## src/rtl/soc_reset_pkg.sv

```systemverilog
// Shared types and constants for the SoC reset sequencer.
package soc_reset_pkg;

    localparam int unsigned CntWidth = 16;

    typedef enum logic [2:0] {
        StWaitSupply = 3'd0,
        StStretch    = 3'd1,
        StRelPo      = 3'd2,
        StRun        = 3'd3,
        StSwRst      = 3'd4
    } rst_state_e;

    typedef enum logic [1:0] {
        CausePor      = 2'b00,
        CauseBrownOut = 2'b01,
        CauseSw       = 2'b10
    } rst_cause_e;

endpackage

```

## src/rtl/soc_bit_sync.sv

```systemverilog
// Multi-flop single-bit synchroniser with async active-low reset to a chosen value.
module soc_bit_sync #(
    parameter int unsigned Stages     = 2,
    parameter logic        ResetValue = 1'b0
) (
    input  logic clk,
    input  logic rst_n,
    input  logic d,
    output logic q
);

    logic [Stages-1:0] sync_q;

    always_ff @(posedge clk or negedge rst_n) begin
        if (!rst_n) begin
            sync_q <= {Stages{ResetValue}};
        end else begin
            sync_q <= {sync_q[Stages-2:0], d};
        end
    end

    assign q = sync_q[Stages-1];

endmodule

```

## src/rtl/soc_reset_sequencer.sv

```systemverilog
// Power-on / brown-out / software reset sequencer: stretches reset after supply and pad
// reset are valid, then releases the always-on reset followed by the system reset.
module soc_reset_sequencer
    import soc_reset_pkg::*;
#(
    parameter int unsigned SYNC_STAGES    = 2,
    parameter int unsigned STRETCH_CYCLES = 16,
    parameter int unsigned GAP_CYCLES     = 4
) (
    input  logic       CLK,
    input  logic       PORESETn,
    input  logic       SUPPLY_OK,
    input  logic       SWRESETREQ,
    output logic       SYS_PORESETn,
    output logic       SYS_HRESETn,
    output logic [2:0] RST_STATE,
    output logic [1:0] RST_CAUSE
);

    localparam logic [CntWidth-1:0] StretchLast = CntWidth'(STRETCH_CYCLES - 1);
    localparam logic [CntWidth-1:0] GapLast     = CntWidth'(GAP_CYCLES - 1);

    logic por_sync;
    logic sup_sync;

    rst_state_e          state_q, state_d;
    rst_cause_e          cause_q, cause_d;
    logic [CntWidth-1:0] cnt_q, cnt_d, cnt_sat;
    logic                poresetn_q, poresetn_d;
    logic                hresetn_q, hresetn_d;

    // Pad reset release is shifted in as a constant 1 behind the async reset.
    soc_bit_sync #(
        .Stages     (SYNC_STAGES),
        .ResetValue (1'b0)
    ) u_por_sync (
        .clk   (CLK),
        .rst_n (PORESETn),
        .d     (1'b1),
        .q     (por_sync)
    );

    soc_bit_sync #(
        .Stages     (SYNC_STAGES),
        .ResetValue (1'b0)
    ) u_sup_sync (
        .clk   (CLK),
        .rst_n (PORESETn),
        .d     (SUPPLY_OK),
        .q     (sup_sync)
    );

    assign cnt_sat = (cnt_q == {CntWidth{1'b1}}) ? cnt_q : cnt_q + CntWidth'(1);

    always_comb begin
        state_d    = state_q;
        cause_d    = cause_q;
        cnt_d      = cnt_sat;
        poresetn_d = poresetn_q;
        hresetn_d  = hresetn_q;

        // Brown-out wins over every other transition.
        if (state_q != StWaitSupply && !sup_sync) begin
            state_d    = StWaitSupply;
            cause_d    = CauseBrownOut;
            cnt_d      = '0;
            poresetn_d = 1'b0;
            hresetn_d  = 1'b0;
        end else begin
            unique case (state_q)
                StWaitSupply: begin
                    cnt_d      = '0;
                    poresetn_d = 1'b0;
                    hresetn_d  = 1'b0;
                    if (por_sync && sup_sync) begin
                        state_d = StStretch;
                    end
                end
                StStretch: begin
                    if (cnt_q >= StretchLast) begin
                        state_d    = StRelPo;
                        cnt_d      = '0;
                        poresetn_d = 1'b1;
                    end
                end
                StRelPo: begin
                    if (cnt_q >= GapLast) begin
                        state_d   = StRun;
                        cnt_d     = '0;
                        hresetn_d = 1'b1;
                    end
                end
                StRun: begin
                    cnt_d = '0;
                    if (SWRESETREQ) begin
                        state_d   = StSwRst;
                        cause_d   = CauseSw;
                        hresetn_d = 1'b0;
                    end
                end
                StSwRst: begin
                    // Saturating counter keeps a long-held request from wrapping the compare.
                    if (cnt_q >= StretchLast && !SWRESETREQ) begin
                        state_d   = StRun;
                        cnt_d     = '0;
                        hresetn_d = 1'b1;
                    end
                end
                default: begin
                    state_d    = StWaitSupply;
                    cnt_d      = '0;
                    poresetn_d = 1'b0;
                    hresetn_d  = 1'b0;
                end
            endcase
        end
    end

    always_ff @(posedge CLK or negedge PORESETn) begin
        if (!PORESETn) begin
            state_q    <= StWaitSupply;
            cause_q    <= CausePor;
            cnt_q      <= '0;
            poresetn_q <= 1'b0;
            hresetn_q  <= 1'b0;
        end else begin
            state_q    <= state_d;
            cause_q    <= cause_d;
            cnt_q      <= cnt_d;
            poresetn_q <= poresetn_d;
            hresetn_q  <= hresetn_d;
        end
    end

    assign SYS_PORESETn = poresetn_q;
    assign SYS_HRESETn  = hresetn_q;
    assign RST_STATE    = state_q;
    assign RST_CAUSE    = cause_q;

endmodule

```

## config.mk

```make
export PLATFORM = sky130hd
export DESIGN_NAME = soc_reset_sequencer
export DESIGN_NICKNAME = d
export VERILOG_FILES = /design/src/rtl/soc_reset_pkg.sv /design/src/rtl/soc_bit_sync.sv /design/src/rtl/soc_reset_sequencer.sv
export SDC_FILE = /design/constraint.sdc
export NUM_CORES = 1
export LEC_CHECK = 0
export BUFFER_PORTS_ARGS = -buffer_cell sky130_fd_sc_hd__buf_4
export CAP_MARGIN = 20
export CORE_UTILIZATION = 38
export DETAILED_ROUTE_END_ITERATION = 10
export SLEW_MARGIN = 20
export SYNTH_ARGS = -nofsm -noshare
export SYNTH_HDL_FRONTEND = slang
export SYNTH_SLANG_ARGS = --single-unit
export TNS_END_PERCENT = 10
```

## constraint.sdc

```tcl
create_clock -name CLK -period 2.1 [get_ports CLK]
set_clock_uncertainty 0.2 [all_clocks]
set_input_delay 0.105 -clock CLK [delete_from_list [all_inputs] [get_ports CLK]]
set_output_delay 0.105 -clock CLK [all_outputs]
set_load 0.01 [all_outputs]
```

==> summary.txt, run 1 <==
Placed design
  • Port Buf Inserts: 10
  • RePlAce Congestion: ~0.80
  • Post-Place Cells: roughly 230
  • Detailed Place HPWL: approximately 2300 um
  • Area of placed instances: 1720 um^2
  • Place WS: -20.4 ps

Floorplanning
  • Chip width: 64.0 um
  • FP Rows: 22
  • Core region area: between 3000 and 4000 um^2
  • Starting utilization of the core area: 0.397
  • Num ports: 11
  • Height of the die: between 60 and 70 um
  • Die ar.: between 4000 and 5000 um^2

Synthesis
  • Mux share of post-synthesis cell area: 0.0317
  • Arithmetic-cell share of the synthesized area counting full adders, half adders and majority gates: 0.0154
  • Largest cells by area after synthesis: dfrtp_1 46%, nor2_1 6.4%, o21ai_0 3.8%
  • Share of synthesized flip-flops with an asynchronous set or reset: 1.00
  • Post-Syn Area per Cell: a little over 9 um^2
  • Cell type contributing the most total cell area after synthesis: dfrtp_1
  • Flip-flop and latch count after synthesis: 27
  • Yosys Warn Count: 0
  • Proportion of netlist area held by the largest area contributor: 0.462
  • Main synth FF type: dfrtp_1
  • Post-synth EDFFs: 0
  • Number of standard cells after synthesis: 160
  • Fraction of synthesized cell area in xor and xnor cells: 0.0419
  • Sequential fraction of the synthesis area: 0.462
  • Area fraction in and, or, nand and nor cells after synthesis: 0.277
  • Number of nets in the synthesized netlist: ~170
  • Combinational family with the most area after synthesis: simple AND/OR/NAND/NOR gates
  • Number of unique standard cell types used by synthesis: 43
  • Compound-gate portion of the synthesized area: 0.145
  • Netlist Area Pre-Place: ~1500 um^2

Finish
  • Area added between synthesis and finish: 27.2%
  • Fraction of final layout cells with drive strength greater than 1: 0.276
  • ANT cells: 0
  • Count of nets after finishing: 198
  • Most common cell after layout, fill and taps aside: buf_4
  • Commonest cells after routing, fill and taps aside: 31 x buf_4, 26 x dfrtp_1, 24 x nor2_1
  • Combined flip-flop and latch cell area: between 600 and 700 um^2
  • Post-route standard cell area excluding fillers: 1860 um^2
  • Layout fillers: ~370
  • Multi-input gate area in the final layout: between 800 and 900 um^2
  • Number of standard cells in the layout, taps in and fillers out: 240
  • Finished Core Util: 0.504

Outcome
  • Status: complete, but fails checks
  • Violated checks: setup timing

Timing
  • Fmax achieved: roughly 0.47 GHz
  • Final setup violation count: 1
  • Unrepaired setup endpoints after global routing: true
  • Slack of the critical path: -23.6 ps
  • Number of slew-limit violations in the final report: 0
  • Final count of hold timing violations: 0
  • Worst Hold Slack: just under 70 ps
  • Final worst path period share: 1.01
  • Crit path time final: ~2100 ps

Clock network
  • Clock tree buffer depth: 2
  • Root Buffer: clkbuf_8
  • Clk Latency, worst-skew pair: approximately 270 ps
  • Clock sinks: 27
  • CTS buffer count: 3
  • CTS tree: done
  • Clock edge transition at the registers on the reported setup and hold paths: 90 ps
  • Number of levels the H-tree was split into: 1

Critical path
  • Largest incremental delay on the critical path: 400 ps
  • CP required: around 2000 ps
  • Setup crit start kind: flop
  • Critical path peak fanout: 6
  • CP cell instances: ha_4, and3_4, and4b_1, a32o_2, a311o_2, mux2_4
  • Sort of element at the end of the critical path: flop
  • Data arrival time of the critical path: about 2100 ps
  • Cell with the largest stage delay on the worst path: dfrtp_1
  • Class of the most critical setup path: reg -> reg

Detailed routing
  • DR vias: 1,305
  • Number of design rule violations left after detail routing: 0
  • Number of nets with antenna violations after detailed routing: 0
  • Drt via density: about 5.4
  • Average wire per cell in the routed design: approximately 14 um
  • Initial DRC count: 91
  • DR pass1 iterations: 4
  • Final routed wirelength across all metal layers: 3270 um

Min path
  • Class of the most critical hold timing path: in -> async

Power
  • Peak supply drop: between 500 and 600 uV
  • Power per cell area: approximately 820 nW/um^2
  • Standby leakage power: 0.000788 uW

GRT
  • Global-route usage over all layers: 0.173
  • Number of antenna violations at the first check in global routing: 0
  • Number of global-route vias before repair: about 1,200
  • Maximum number of pins on one net before global-route repair: 28
  • Remaining Overflow, GRT: 0
  • First-pass GRT wire length: ~5500 um

Run
  • Number of max-cap violations: 0
-- kinds of logic after synthesis --
family,count (synthesis)
multiplexers,4
XOR/XNOR,7
flip-flops,27
other,1
AND/OR/NAND/NOR,79
AO/OA/AOI/OAI,32
adder cells (fa/ha/maj),2
buffers and inverters,8
-- layer usage --
| metal | wire, um | up-vias | GRT usage | part of all wire |
|---|---|---|---|---|
| met1 | 1530 | 624 | 0.234 | 0.47 |
| met3 | 126 | 2 | 0.0393 | 0.039 |
| met5 | 0 | - | 0 | 0 |
| met4 | 7 | 0 | 0.0369 | 0.0021 |
| met2 | 1600 | 28 | 0.282 | 0.49 |
| li1 | - | 651 | - | - |
-- cells in the mapped netlist, drive strengths merged, types with 2 or more instances --
| library cell | count |
|---|---|
| a21oi | 6 |
| a311oi | 3 |
| a31oi | 2 |
| and3 | 7 |
| buf | 5 |
| dfrtp | 27 |
| inv | 2 |
| mux2 | 2 |
| mux2i | 2 |
| nand2 | 10 |
| nand2b | 2 |
| nand3 | 9 |
| nand4 | 4 |
| nor2 | 25 |
| nor2b | 2 |
| nor3 | 6 |
| nor3b | 2 |
| nor4 | 5 |
| o211ai | 2 |
| o21ai | 11 |
| xnor2 | 3 |
| xor2 | 4 |
-- sequential cells by signal (all words and copies together), names as in the netlist --
signal             flops
cnt_q                 16
u_sup_sync.sync_q      2
SYS_HRESETn            1
RST_STATE              3
SYS_PORESETn           1
u_por_sync.sync_q      2
RST_CAUSE              2
-- worst max-delay path, delay by kind of cell, from the launching register on --
| kind | cells | cell delay, ps |
|---|---|---|
| flip-flops | 1 | 400 |
| AND/OR/NAND/NOR | 2 | 360 |
| AO/OA/AOI/OAI | 2 | 590 |
| adder cells (fa/ha/maj) | 1 | 180 |
| multiplexers | 1 | 300 |
-- power by group --
| group | internal [uW] | switching [uW] |
|---|---|---|
| Combinational | 294 | 290 |
| Clock | 133 | 156 |
| Sequential | 578 | 66.4 |
-- final timing paths --
path                                                       end  depth (start not counted)  slack [ps]                            from
worst min register to register  u_por_sync.sync_q[1]$_DFF_PN0_                          0         160  u_por_sync.sync_q[0]$_DFF_PN0_
min in group CLK                u_por_sync.sync_q[1]$_DFF_PN0_                          0         160  u_por_sync.sync_q[0]$_DFF_PN0_
worst max-delay path                  RST_STATE[0]$_DFFE_PN0P_                          6         -20              cnt_q[1]$_DFF_PN0_
max in group asynchronous                   cnt_q[3]$_DFF_PN0_                          2        1350                        PORESETn
worst max register to register        RST_STATE[0]$_DFFE_PN0P_                          6         -20              cnt_q[1]$_DFF_PN0_
worst min-delay path                       cnt_q[12]$_DFF_PN0_                          2          70                        PORESETn
-- per-stage QoR --
stage	total power [uW]	TNS, ps
final	1520	-23.6
after global routing	1610	-148
after CTS	1520	-24.5
after detailed placement	1210	-34.9
after global placement	1190	0
after floorplan	993	0
-- repair_timing --
action                                  in CTS  in global routing
resized for setup                            2                 10
endpoints found under the setup margin       2                 11
hold endpoints to repair                    29                  0
pin swaps                                    1                  1
hold buffers                                 3                  0
setup buffers                                2                  0
-- area by class of cell --
class | count | share of cell area
clock buffers | 3 | 0.0222
clock inverters | 1 | 0.00269
inverters | 2 | 0.00403
multi-input cells | 125 | 0.434
flip-flops and latches | 27 | 0.364
well taps | 48 | 0.0323
repair buffers | 34 | 0.141
No activity file was read; power rests on OpenSTA's default activity.
==> run 2, diff against run 1 <==
PLACE_DENSITY = 0.62   (was unset)
==> run 2 against run 1 <==
  * The run still ends with setup timing left
  * Count of clock-buffer cells in the layout is the same
  * Core utilization is 0.78 points lower
  * Via count shrank 1.0%
  * Die area is the same
  * Clock power is 6% higher
  * Maximum frequency shrank 0.28%
  * Cell count shrank 0.83%
  * Register-to-register slack barely moved
  * Sequential share of layout area grew 0.50 points
  * Hold slack got worse by 65 ps
  * Flip-flop and latch count unchanged
  * Critical path type unchanged
  * Largest power group unchanged
==> summary.txt, run 2 (synthesis gave the netlist of run 1 again) <==
Floorplanning
  • Die ar.: just over 4000 um^2
  • Height of the die: roughly 64 um
  • Starting utilization of the core area: 0.397
  • FP Rows: 22
  • Core region area: about 3700 um^2
  • Num ports: 11
  • Chip width: between 60 and 70 um

Power
  • Standby leakage power: approximately 0.00078 uW
  • Power per cell area: ~840 nW/um^2
  • Peak supply drop: 419 uV
  • Total power: around 1500 uW

Critical path
  • Largest incremental delay on the critical path: around 410 ps
  • CP required: roughly 2100 ps
  • Class of the most critical setup path: reg -> reg
  • Data arrival time of the critical path: approximately 2100 ps
  • Setup crit start kind: flop
  • R2R depth: 6
  • Critical path peak fanout: 4
  • Total buffers and inverters traversed by the critical path: 0
  • Sort of element at the end of the critical path: flop
  • Stages on worst setup path: 6
  • CP cell instances: ha_4, and3_4, and4b_1, a32o_2, a311o_2, mux2_4
  • Cell with the largest stage delay on the worst path: dfrtp_1
  • Crit-path leading delay family: compound AO/OA/AOI/OAI gates

Timing
  • Slack of the critical path: -29.5 ps
  • Final setup violation count: 1
  • Crit path time final: about 2100 ps
  • Number of slew-limit violations in the final report: 0
  • Final count of hold timing violations: 0
  • Unrepaired setup endpoints after global routing: true
  • Final worst path period share: 1.01
  • Sum Neg Setup Slack: -29.5 ps
  • Fmax achieved: approximately 0.47 GHz

Placed design
  • Detailed Place HPWL: between 2000 and 2500 um
  • Place WS: -1.57 ps
  • Post-Place Cells: between 200 and 250
  • RePlAce Congestion: around 0.88
  • Port Buf Inserts: 10

Finish
  • Count of nets after finishing: slightly below 200
  • Commonest cells after routing, fill and taps aside: 29 x buf_4, 27 x dfrtp_1, 25 x nor2_1
  • Largest register by flop count: cnt_q
  • Finished Core Util: 0.497
  • Number of standard cells in the layout, taps in and fillers out: 238
  • Number of flip-flops under the largest register name: 16
  • Area added between synthesis and finish: 25.2%
  • Layout fillers: 360
  • ANT cells: 0
  • Most common cell after layout, fill and taps aside: buf_4
  • Fraction of final layout cells with drive strength greater than 1: 0.242

GRT
  • Global-route usage over all layers: 0.172
  • Maximum number of pins on one net before global-route repair: 28
  • Remaining Overflow, GRT: 0
  • First-pass GRT wire length: 5480 um
  • Number of antenna violations at the first check in global routing: 0
  • Number of global-route vias before repair: around 1,200

Detailed routing
  • Number of design rule violations left after detail routing: 0
  • Final routed wirelength across all metal layers: 3210 um
  • Number of nets with antenna violations after detailed routing: 0
  • Drt via density: about 5.4
  • DR pass1 iterations: 4
  • Initial DRC count: between 60 and 70
  • DR vias: between 1,000 and 1,500
  • Average wire per cell in the routed design: 13.5 um

Clock network
  • Clock edge transition at the registers on the reported setup and hold paths: roughly 100 ps
  • Clock tree buffer depth: 2
  • CTS buffer count: 3
  • Clk Latency, worst-skew pair: 280 ps
  • Root Buffer: clkbuf_8
  • Number of levels the H-tree was split into: 1
  • Clock sinks: 27
  • CTS tree: done

Min path
  • Class of the most critical hold timing path: in -> reg
  • Cells on Worst Hold Path: 4

Outcome
  • Status: complete, but fails checks
  • Violated checks: setup timing

Run
  • Number of max-cap violations: 0
## run 2: per-layer routing
layer  up-vias  routed length, um  GRT usage
met1       631               1620      0.245
li1        645                  -          -
met3         5                 74     0.0268
met2        11               1470      0.265
met4         0                 34     0.0568
met5         -                  0          0
## run 2: repair_timing
action,CTS,global route
pin swaps,1,0
gates resized for setup,1,4
endpoints found under the hold margin,28,0
hold buffers,2,0
gates cloned,0,0
endpoints found under the setup margin,1,13
buffers inserted,0,0
## run 2: path summary, 6_finish.rpt
kind	startpoint	end	slack (ps)
max in group asynchronous	PORESETn	cnt_q[5]$_DFF_PN0_	1380
hold / removal	SWRESETREQ	RST_STATE[1]$_DFFE_PN0P_	4
hold reg to reg	u_por_sync.sync_q[0]$_DFF_PN0_	u_por_sync.sync_q[1]$_DFF_PN0_	160
min in group asynchronous	PORESETn	RST_STATE[1]$_DFFE_PN0P_	60
setup reg to reg	cnt_q[0]$_DFF_PN0_	RST_STATE[0]$_DFFE_PN0P_	-30
setup / recovery	cnt_q[0]$_DFF_PN0_	RST_STATE[0]$_DFFE_PN0P_	-30
## run 2: metrics by stage
stage / hold WS [ps] / cell area (um^2)
after detailed placement: -162 / 1740
after global placement: -161 / 1740
after floorplan: -391 / 1480
final: 4.47 / 1830
after CTS: 2.26 / 1810
after global routing: 22.3 / 1830
## run 2: cell type report
type | count | area (um^2) | share of cell area
flip-flops and latches | 27 | 676 | 0.369
inverters | 2 | 7.51 | 0.00410
multi-input cells | 125 | 782 | 0.427
well taps | 48 | 60.1 | 0.0328
clock inverters | 1 | 7.51 | 0.00410
clock buffers | 3 | 41.3 | 0.0225
repair buffers | 32 | 258 | 0.141
## run 2: worst reg2reg max path, delay by kind of cell, from the launching register on
| family | cells | cell delay [ps] |
|---|---|---|
| AND/OR/NAND/NOR | 2 | 390 |
| AO/OA/AOI/OAI | 2 | 570 |
| multiplexers | 1 | 300 |
| adder cells (fa/ha/maj) | 1 | 160 |
| flip-flops | 1 | 410 |
## run 2: report_power, final
group	switching (uW)	total (uW)	internal [uW]
Combinational	275	585	310
Sequential	66.2	644	578
Clock	170	305	135
